===== src/rtl/pipe_hazard_ctrl.sv =====
// Pipeline stall/flush controller: load-use bubbles, data-memory waits, branch flush, halt.
// Optional stall-cycle counter enabled by defining PERF_CNT_EN.
module pipe_hazard_ctrl #(
    parameter int unsigned REG_W = 5,
    parameter int unsigned CNT_W = 32
) (
    input  logic             CLK,
    input  logic             RST,
    input  logic             ihit,
    input  logic             dhit,
    input  logic [REG_W-1:0] ifid_rs,
    input  logic [REG_W-1:0] ifid_rt,
    input  logic             idex_memread,
    input  logic [REG_W-1:0] idex_rt,
    input  logic             exmem_memread,
    input  logic             exmem_memwrite,
    input  logic             branch_taken,
    input  logic             wb_halt,
    output logic             pc_wen,
    output logic             ifid_wen,
    output logic             idex_wen,
    output logic             exmem_wen,
    output logic             memwb_wen,
    output logic             ifid_flush,
    output logic             idex_flush,
    output logic             exmem_flush,
    output logic             memwb_flush,
    output logic             halted,
`ifdef PERF_CNT_EN
    output logic [CNT_W-1:0] stall_cycles,
`endif
    output logic [1:0]       state_o
);

    typedef enum logic [1:0] {
        RUN       = 2'd0,
        LU_BUBBLE = 2'd1,
        DWAIT     = 2'd2,
        HALTED    = 2'd3
    } state_t;

    state_t state, next;

    logic mem_op, lu_hazard;
    logic pc_w, ifid_w, idex_w, exmem_w, memwb_w;
    logic ifid_f, idex_f, exmem_f, memwb_f;

    assign mem_op    = exmem_memread | exmem_memwrite;
    assign lu_hazard = idex_memread && (idex_rt != '0) &&
                       ((idex_rt == ifid_rs) || (idex_rt == ifid_rt));

    always_ff @(posedge CLK or posedge RST) begin
        if (RST) state <= RUN;
        else     state <= next;
    end

    always_comb begin
        next    = state;
        pc_w    = 1'b0;
        ifid_w  = 1'b0;
        idex_w  = 1'b0;
        exmem_w = 1'b0;
        memwb_w = 1'b0;
        ifid_f  = 1'b0;
        idex_f  = 1'b0;
        exmem_f = 1'b0;
        memwb_f = 1'b0;
        case (state)
            HALTED: next = HALTED;
            default: begin
                if (wb_halt) begin
                    next = HALTED;
                end else if (mem_op && !dhit) begin
                    memwb_w = 1'b1;
                    memwb_f = 1'b1;
                    next    = DWAIT;
                end else if (branch_taken) begin
                    {pc_w, ifid_w, idex_w, exmem_w, memwb_w} = '1;
                    {ifid_f, idex_f, exmem_f} = '1;
                    next = RUN;
                end else if (lu_hazard && (state != LU_BUBBLE)) begin
                    // Hold PC and IF/ID, inject a NOP into ID/EX; masked in LU_BUBBLE so one bubble per pair.
                    {idex_w, exmem_w, memwb_w} = '1;
                    idex_f = 1'b1;
                    next   = LU_BUBBLE;
                end else if (!ihit) begin
                    {ifid_w, idex_w, exmem_w, memwb_w} = '1;
                    ifid_f = 1'b1;
                    next   = RUN;
                end else begin
                    {pc_w, ifid_w, idex_w, exmem_w, memwb_w} = '1;
                    next = RUN;
                end
            end
        endcase
    end

    // Reset forces all controls low combinationally, not just at the next edge.
    assign pc_wen      = pc_w    & ~RST;
    assign ifid_wen    = ifid_w  & ~RST;
    assign idex_wen    = idex_w  & ~RST;
    assign exmem_wen   = exmem_w & ~RST;
    assign memwb_wen   = memwb_w & ~RST;
    assign ifid_flush  = ifid_f  & ~RST;
    assign idex_flush  = idex_f  & ~RST;
    assign exmem_flush = exmem_f & ~RST;
    assign memwb_flush = memwb_f & ~RST;
    assign halted      = (state == HALTED) & ~RST;
    assign state_o     = state;

`ifdef PERF_CNT_EN
    always_ff @(posedge CLK or posedge RST) begin
        if (RST)
            stall_cycles <= '0;
        else if (!pc_wen && (state != HALTED) && (stall_cycles != '1))
            stall_cycles <= stall_cycles + 1'b1;
    end
`else
    logic unused_cnt_cfg;
    assign unused_cnt_cfg = ^CNT_W;
`endif

endmodule


===== config.mk =====
export PLATFORM = sky130hd
export DESIGN_NAME = pipe_hazard_ctrl
export DESIGN_NICKNAME = d
export VERILOG_FILES = /design/src/rtl/pipe_hazard_ctrl.sv
export SDC_FILE = /design/constraint.sdc
export NUM_CORES = 1
export LEC_CHECK = 0
export ABC_AREA = 1
export CAP_MARGIN = 15
export CORE_UTILIZATION = 29
export DETAILED_ROUTE_END_ITERATION = 16
export PLACE_DENSITY = 0.77
export SLEW_MARGIN = 20
export SYNTH_ARGS = -nofsm -noshare
export SYNTH_HDL_FRONTEND = slang
export SYNTH_SLANG_ARGS = --single-unit

===== constraint.sdc =====
create_clock -name CLK -period 1.16 [get_ports CLK]
set_input_delay 0.116 -clock CLK [delete_from_list [all_inputs] [get_ports CLK]]
set_output_delay 0.116 -clock CLK [all_outputs]
set_load 0.005 [all_outputs]

==> impl_metrics.yaml, run 1 <==
floorplanning:
  chipHeight_microns: 38.9
  io-pin-count: 36
  dieArea_sq_um: 1510
  core-area_sq_um: 1190
  die_w_microns: 38.9
  start_util: 0.332
  num_rows: 12
clocking:
  path_clk_slew_ps: 30
  cts_hold_buf: 0
  clock_latency_ps: 230
  cts_buffer_depth: 2
  cts_sinks: 2
  numCtsBuffers: 3
  cts.root.buffer_cell: "clkbuf_4"
  cts_max_level: 1
  cts_tree: "done"
global_routing:
  globalRouteTotalUtil: 0.227
  grt_max_degree: 6
  overflow: 0
  grt_pass1_vias: 610
  antenna_found_initial: 0
  grt_pass1_wl_microns: 2300
place:
  dpl.cell_count: 137
  io_buffers: 35
  preCtsSetupSlack_ps: -745
  gp_congestion: 0.674
  dp_hpwl_microns: 1190
power:
  powerDensity_nw_per_um2: 465
  power.switching_uw: 121
  p_leak_uw: 0.000522
  p_int_uw: 283
  sw_frac_of_total: 0.299
  clkPwrFrac: 0.392
  ir_worst_vdd_mv: 0.470
  combPwrFrac: 0.433
  seqPwrFrac: 0.174
  totalPowerFinal_uw: 404
run_status:
  outcome: "complete, but fails checks"
  violations: "setup timing"
cells_and_area:
  instances_no_fill: 146
  nFillCells: 105
  nNetsFinal: 158
  register_area_sq_um: 50.0
  area_growth_pct: 120
  drive_gt1_frac: 0.326
  antenna_cells: 0
  multi_input_area_sq_um: 274
  largest_register_ff_count: 2
sta:
  worst_pin_slew_ps: 248
  skew_ps: 3.73
  finalSetupViolations: 11
  timing.fmax_ghz: 0.658
  finalMaxSlewViolations: 0
  rsz0062_at_grt: "yes"
  relSlewSlack: 0.834
  worst_slack_ps: -359
  period_needed_ps: 1520
  post-route-period-util: 1.31
  finalHoldViolations: 0
setup_path:
  critical_path_class: "in -> out"
  start_kind: "input pin"
  crit_path_end_kind: "primary output"
  crit_fanout: 3
  required_ps: 1040
  crit_arrival_ps: 1400
synthesis:
  syn_nets: 104
  synthSimpleGateAreaFrac: 0.575
  yosys.area_share.adder: 0
  synth_top_family_by_area: "simple AND/OR/NAND/NOR gates"
  synth_top_area_frac: 0.248
  yosysWarnings: 0
  synth_area_sq_um: 394
  synth.mux.area_fraction: 0
  synth_compound_area_frac: 0.0444
  syn_inst: 80
  synth_area_leaders: "nand2_1 (25%), nor2_1 (17%), inv_1 (16%), dfrtp_1 (13%), a21oi_2 (4.4%)"
  synth_seq_cells: 2
  syn_area_per_cell_sq_um: 4.93
  yosysSeqAreaShare: 0.127
  yosysTopAreaCell: "nand2_1"
  yosys.area_share.xor_xnor: 0.0444
  ys_types: 14
detailed_routing:
  vias: 671
  drt_first_pass_iters: 4
  wl_microns: 1720
  first_iter_violations: 10
  ant_nets: 0
  avgRoutedWirePerCell_microns: 11.7
  drcViolationCount: 0
  viasPerCell: 4.60
hold_path:
  hold_path.class: "in -> async"
job:
  maxCapViolations: 0
-- cells by family after synthesis --
group                  Yosys count
buffers and inverters           21
AND/OR/NAND/NOR                 53
XOR/XNOR                         2
flip-flops                       2
AO/OA/AOI/OAI                    2
-- synthesized netlist by cell type --
| library cell | instances |
|---|---|
| nand2_1 | 26 |
| nor2_1 | 18 |
| a21oi_2 | 2 |
| nand2_2 | 2 |
| inv_2 | 2 |
| nand3_1 | 3 |
| nor2_4 | 1 |
| buf_4 | 1 |
| inv_1 | 17 |
| nand4_1 | 2 |
| nand3_2 | 1 |
| xnor2_1 | 2 |
| clkinv_1 | 1 |
| dfrtp_1 | 2 |
-- power groups by stage --
stage                     Sequential [uW]  Combinational (uW)  Clock, uW
final                                70.3                 175        158
after global routing                 70.2                 190        174
after CTS                            70.3                 169        168
after detailed placement             71.0                 176          0
after global placement               71.0                 171          0
after floorplan                      71.0                61.9          0
-- layout by cell type, fill, tap and decap left out, types with 2 or more instances in the layout --
master | netlist | layout
xnor2_1 | 2 | 2
dfrtp_1 | 2 | 2
dlygate4sd2_1 | 0 | 9
buf_4 | 1 | 9
nand2_2 | 2 | 4
a21oi_2 | 2 | 2
buf_2 | 0 | 9
nand4_1 | 2 | 2
nand3_1 | 3 | 3
nor2_4 | 1 | 2
buf_6 | 0 | 7
inv_1 | 17 | 15
nor2_1 | 18 | 17
inv_2 | 2 | 4
clkbuf_4 | 0 | 3
nand2_1 | 26 | 24
clkdlybuf4s50_1 | 0 | 13
-- metrics by stage --
step                       util  hold slack [ps]  area [sq um]  setup TNS (ps)
final                     0.732              240           868           -2730
after detailed placement  0.693              417           822           -5600
after global routing      0.732              252           868           -3400
after floorplan               -             -134           394               0
after global placement    0.693              416           822           -5280
after CTS                 0.726              216           861           -3000
-- worst paths after layout --
kind,startpoint,end,cells after the start,slack [ps]
min in group CLK,ifid_rt[2],state_o[0],9,610
max in group asynchronous,RST,state_o[0],3,830
max reg2reg,state_o[1],state_o[0],8,20
min reg2reg,state_o[1],state_o[1],3,680
max,idex_rt[4],idex_flush,8,-360
min,RST,state_o[1],3,240
-- critical path: stages --
cell and delay (ps):
clkdlybuf4s50_1 530, xnor2_1 140, nand3_1 130, nand2_2 100, buf_4 110, nand2_1 60
a21oi_2 100, buf_2 120
-- cell type report --
type / instances / share of cell area
Timing Repair Buffer: 50 / 0.494
Multi-Input combinational cell: 57 / 0.316
Inverter: 20 / 0.0865
Sequential cell: 2 / 0.0576
Clock buffer: 3 / 0.0259
Tap cell: 14 / 0.0202
-- repair_timing --
action | 4_1_cts | 5_1_grt
resized for setup | 61 | 10
setup endpoints to repair | 12 | 13
setup buffers | 6 | 4
pin swaps | 9 | 4
-- layer usage --
metal	wire (microns)	global-route usage
met3	115	0.0578
met1	599	0.198
met5	0	0
met4	55	0.129
met2	945	0.450
(Power assumes the default switching activity.)
==> inputs of run 2 (changes only) <==
- CELL_PAD_IN_SITES_DETAIL_PLACEMENT: not set -> 0
- CELL_PAD_IN_SITES_GLOBAL_PLACEMENT: not set -> 2
- CORE_ASPECT_RATIO: not set -> 2
- CORE_UTILIZATION: 29 -> 12
- PLACE_DENSITY: 0.77 -> not set
- PLACE_DENSITY_LB_ADDON: not set -> 0.1
==> impl_metrics.yaml, run 2 (same netlist as run 1, synthesis figures left out) <==
run_status:
  outcome: "complete, but fails checks"
  violations: "setup timing"
sta:
  worst_slack_ps: -320
  finalHoldViolations: 0
  finalSetupViolations: 10
  skew_ps: 2.17
  period_needed_ps: 1480
  rsz0062_at_grt: "yes"
  timing.fmax_ghz: 0.676
  post-route-period-util: 1.28
  relSlewSlack: 0.860
  worst_pin_slew_ps: 210
  holdWs_ps: 225
  finalMaxSlewViolations: 0
  setup_tns_ps: -2120
setup_path:
  crit_fanout: 2
  reg2reg_depth: 8
  crit_path_end: "idex_flush"
  r2r_end: "state_o[0]"
  slowest_delay_ps: 390
  regToRegStartpoint: "state_o[1]"
  slowest_stage: "dfrtp_1"
  required_ps: 1040
  critical_path_class: "reg -> out"
  crit_path_end_kind: "primary output"
  regToRegSetupSlack_ps: 30
  crit_arrival_ps: 1360
  start_kind: "register"
  startpoint: "state_o[0]"
  cp_cell_sequence: "buf_6, nand2_2, nand3_2, inv_2, buf_4, nand2_1, a21oi_2, buf_2"
cells_and_area:
  instances_no_fill: 163
  largest_register_ff_count: 2
  final_common_cell: "nand2_1"
  antenna_cells: 0
  nNetsFinal: 158
  drive_gt1_frac: 0.371
  nFillCells: 373
  final_cell_mix: "nand2_1 (24), inv_1 (14), nor2_1 (13), dlygate4sd2_1 (13), buf_4 (12)"
  area_growth_pct: 132
  design_area_sq_um: 913
floorplanning:
  num_rows: 29
  io-pin-count: 36
  start_util: 0.125
  dieArea_sq_um: 3530
  chipHeight_microns: 83.1
  die_w_microns: 42.5
  core-area_sq_um: 3160
global_routing:
  grt_max_degree: 6
  antenna_found_initial: 0
  overflow: 0
  grt_pass1_wl_microns: 2480
  globalRouteTotalUtil: 0.0928
  grt_pass1_vias: 605
job:
  maxCapViolations: 0
power:
  ir_worst_vdd_mv: 0.519
  clkPwrFrac: 0.532
  totalPowerFinal_uw: 522
  powerDensity_nw_per_um2: 571
  seqPwrFrac: 0.135
  sw_frac_of_total: 0.260
  p_leak_uw: 0.000524
  combPwrFrac: 0.333
  p_int_uw: 386
  power.switching_uw: 135
hold_path:
  hold_path.class: "in -> async"
detailed_routing:
  ant_nets: 0
  vias: 630
  avgRoutedWirePerCell_microns: 9.25
  viasPerCell: 3.87
  drt_first_pass_iters: 4
  drcViolationCount: 0
  wl_microns: 1510
  first_iter_violations: 9
place:
  gp_congestion: 0.638
  dp_hpwl_microns: 1220
  dpl.cell_count: 153
  io_buffers: 35
  place_area_sq_um: 836
clocking:
  cts.root.buffer_cell: "clkbuf_8"
  path_clk_slew_ps: 30
  cts_max_level: 1
  clock_latency_ps: 210
  cts_hold_buf: 0
  cts_sinks: 2
  cts_tree: "done"
  cts_buffer_depth: 2
  numCtsBuffers: 3
[run 2: cell count changes in the layout (fill, tap and decap cells not counted), moves of 2 or more]
cell             change
nor2_2               +4
buf_6                -2
clkbuf_4             -3
nor2_1               -4
dlygate4sd2_1        +4
clkbuf_8             +3
clkdlybuf4s50_1      -3
buf_4                +3
[run 2: power groups by stage]
| stage | registers, uW | logic (uW) | clock network, uW |
|---|---|---|---|
| floorplan | 71.0 | 61.9 | 0 |
| global placement | 71.1 | 179 | 0 |
| detailed placement | 71.0 | 179 | 0 |
| CTS | 70.4 | 174 | 286 |
| global route | 70.3 | 194 | 297 |
| finish | 70.4 | 174 | 278 |
[run 2: worst min path at each step]
stage	from	end	cells after the start
3_5_place_dp	RST	state_o[0]	3
5_1_grt	RST	state_o[0]	3
2_1_floorplan	RST	state_o[0]	1
4_1_cts	RST	state_o[0]	3
3_3_place_gp	RST	state_o[1]	3
6_report	RST	state_o[0]	3
[run 2: final cells by class]
class / instances / area, sq um / share of cell area
Clock buffer: 3 / 41.3 / 0.0452
Tap cell: 31 / 38.8 / 0.0425
Multi-Input combinational cell: 57 / 289 / 0.316
Inverter: 20 / 77.6 / 0.0849
Timing Repair Buffer: 50 / 417 / 0.456
Sequential cell: 2 / 50.0 / 0.0548
[run 2: worst max-delay path: cells and delay by family (launching register included)]
kind / cells / cell delay, ps
AO/OA/AOI/OAI: 1 / 140
buffers and inverters: 4 / 450
AND/OR/NAND/NOR: 3 / 190
flip-flops: 1 / 390
[run 2: metrics by stage]
step                      setup slack [ps]  utilization
after floorplan                       36.4            -
after global placement                -810        0.265
after detailed placement              -802        0.265
after CTS                             -311        0.283
after global routing                  -408        0.289
final                                 -320        0.289
[run 2: per-layer routing]
metal,up-vias,global-route usage,part of all wire
met5,-,0,0
met4,0,0.0511,0.014
met3,2,0.0196,0.048
met2,23,0.179,0.61
met1,269,0.0824,0.33
li1,336,-,-
[run 2: timing repair]
action | in CTS | in global routing
hold endpoints to repair | 0 | 0
pin swaps | 13 | 6
gates resized for setup | 67 | 10
buffers inserted | 8 | 0
setup endpoints to repair | 13 | 13
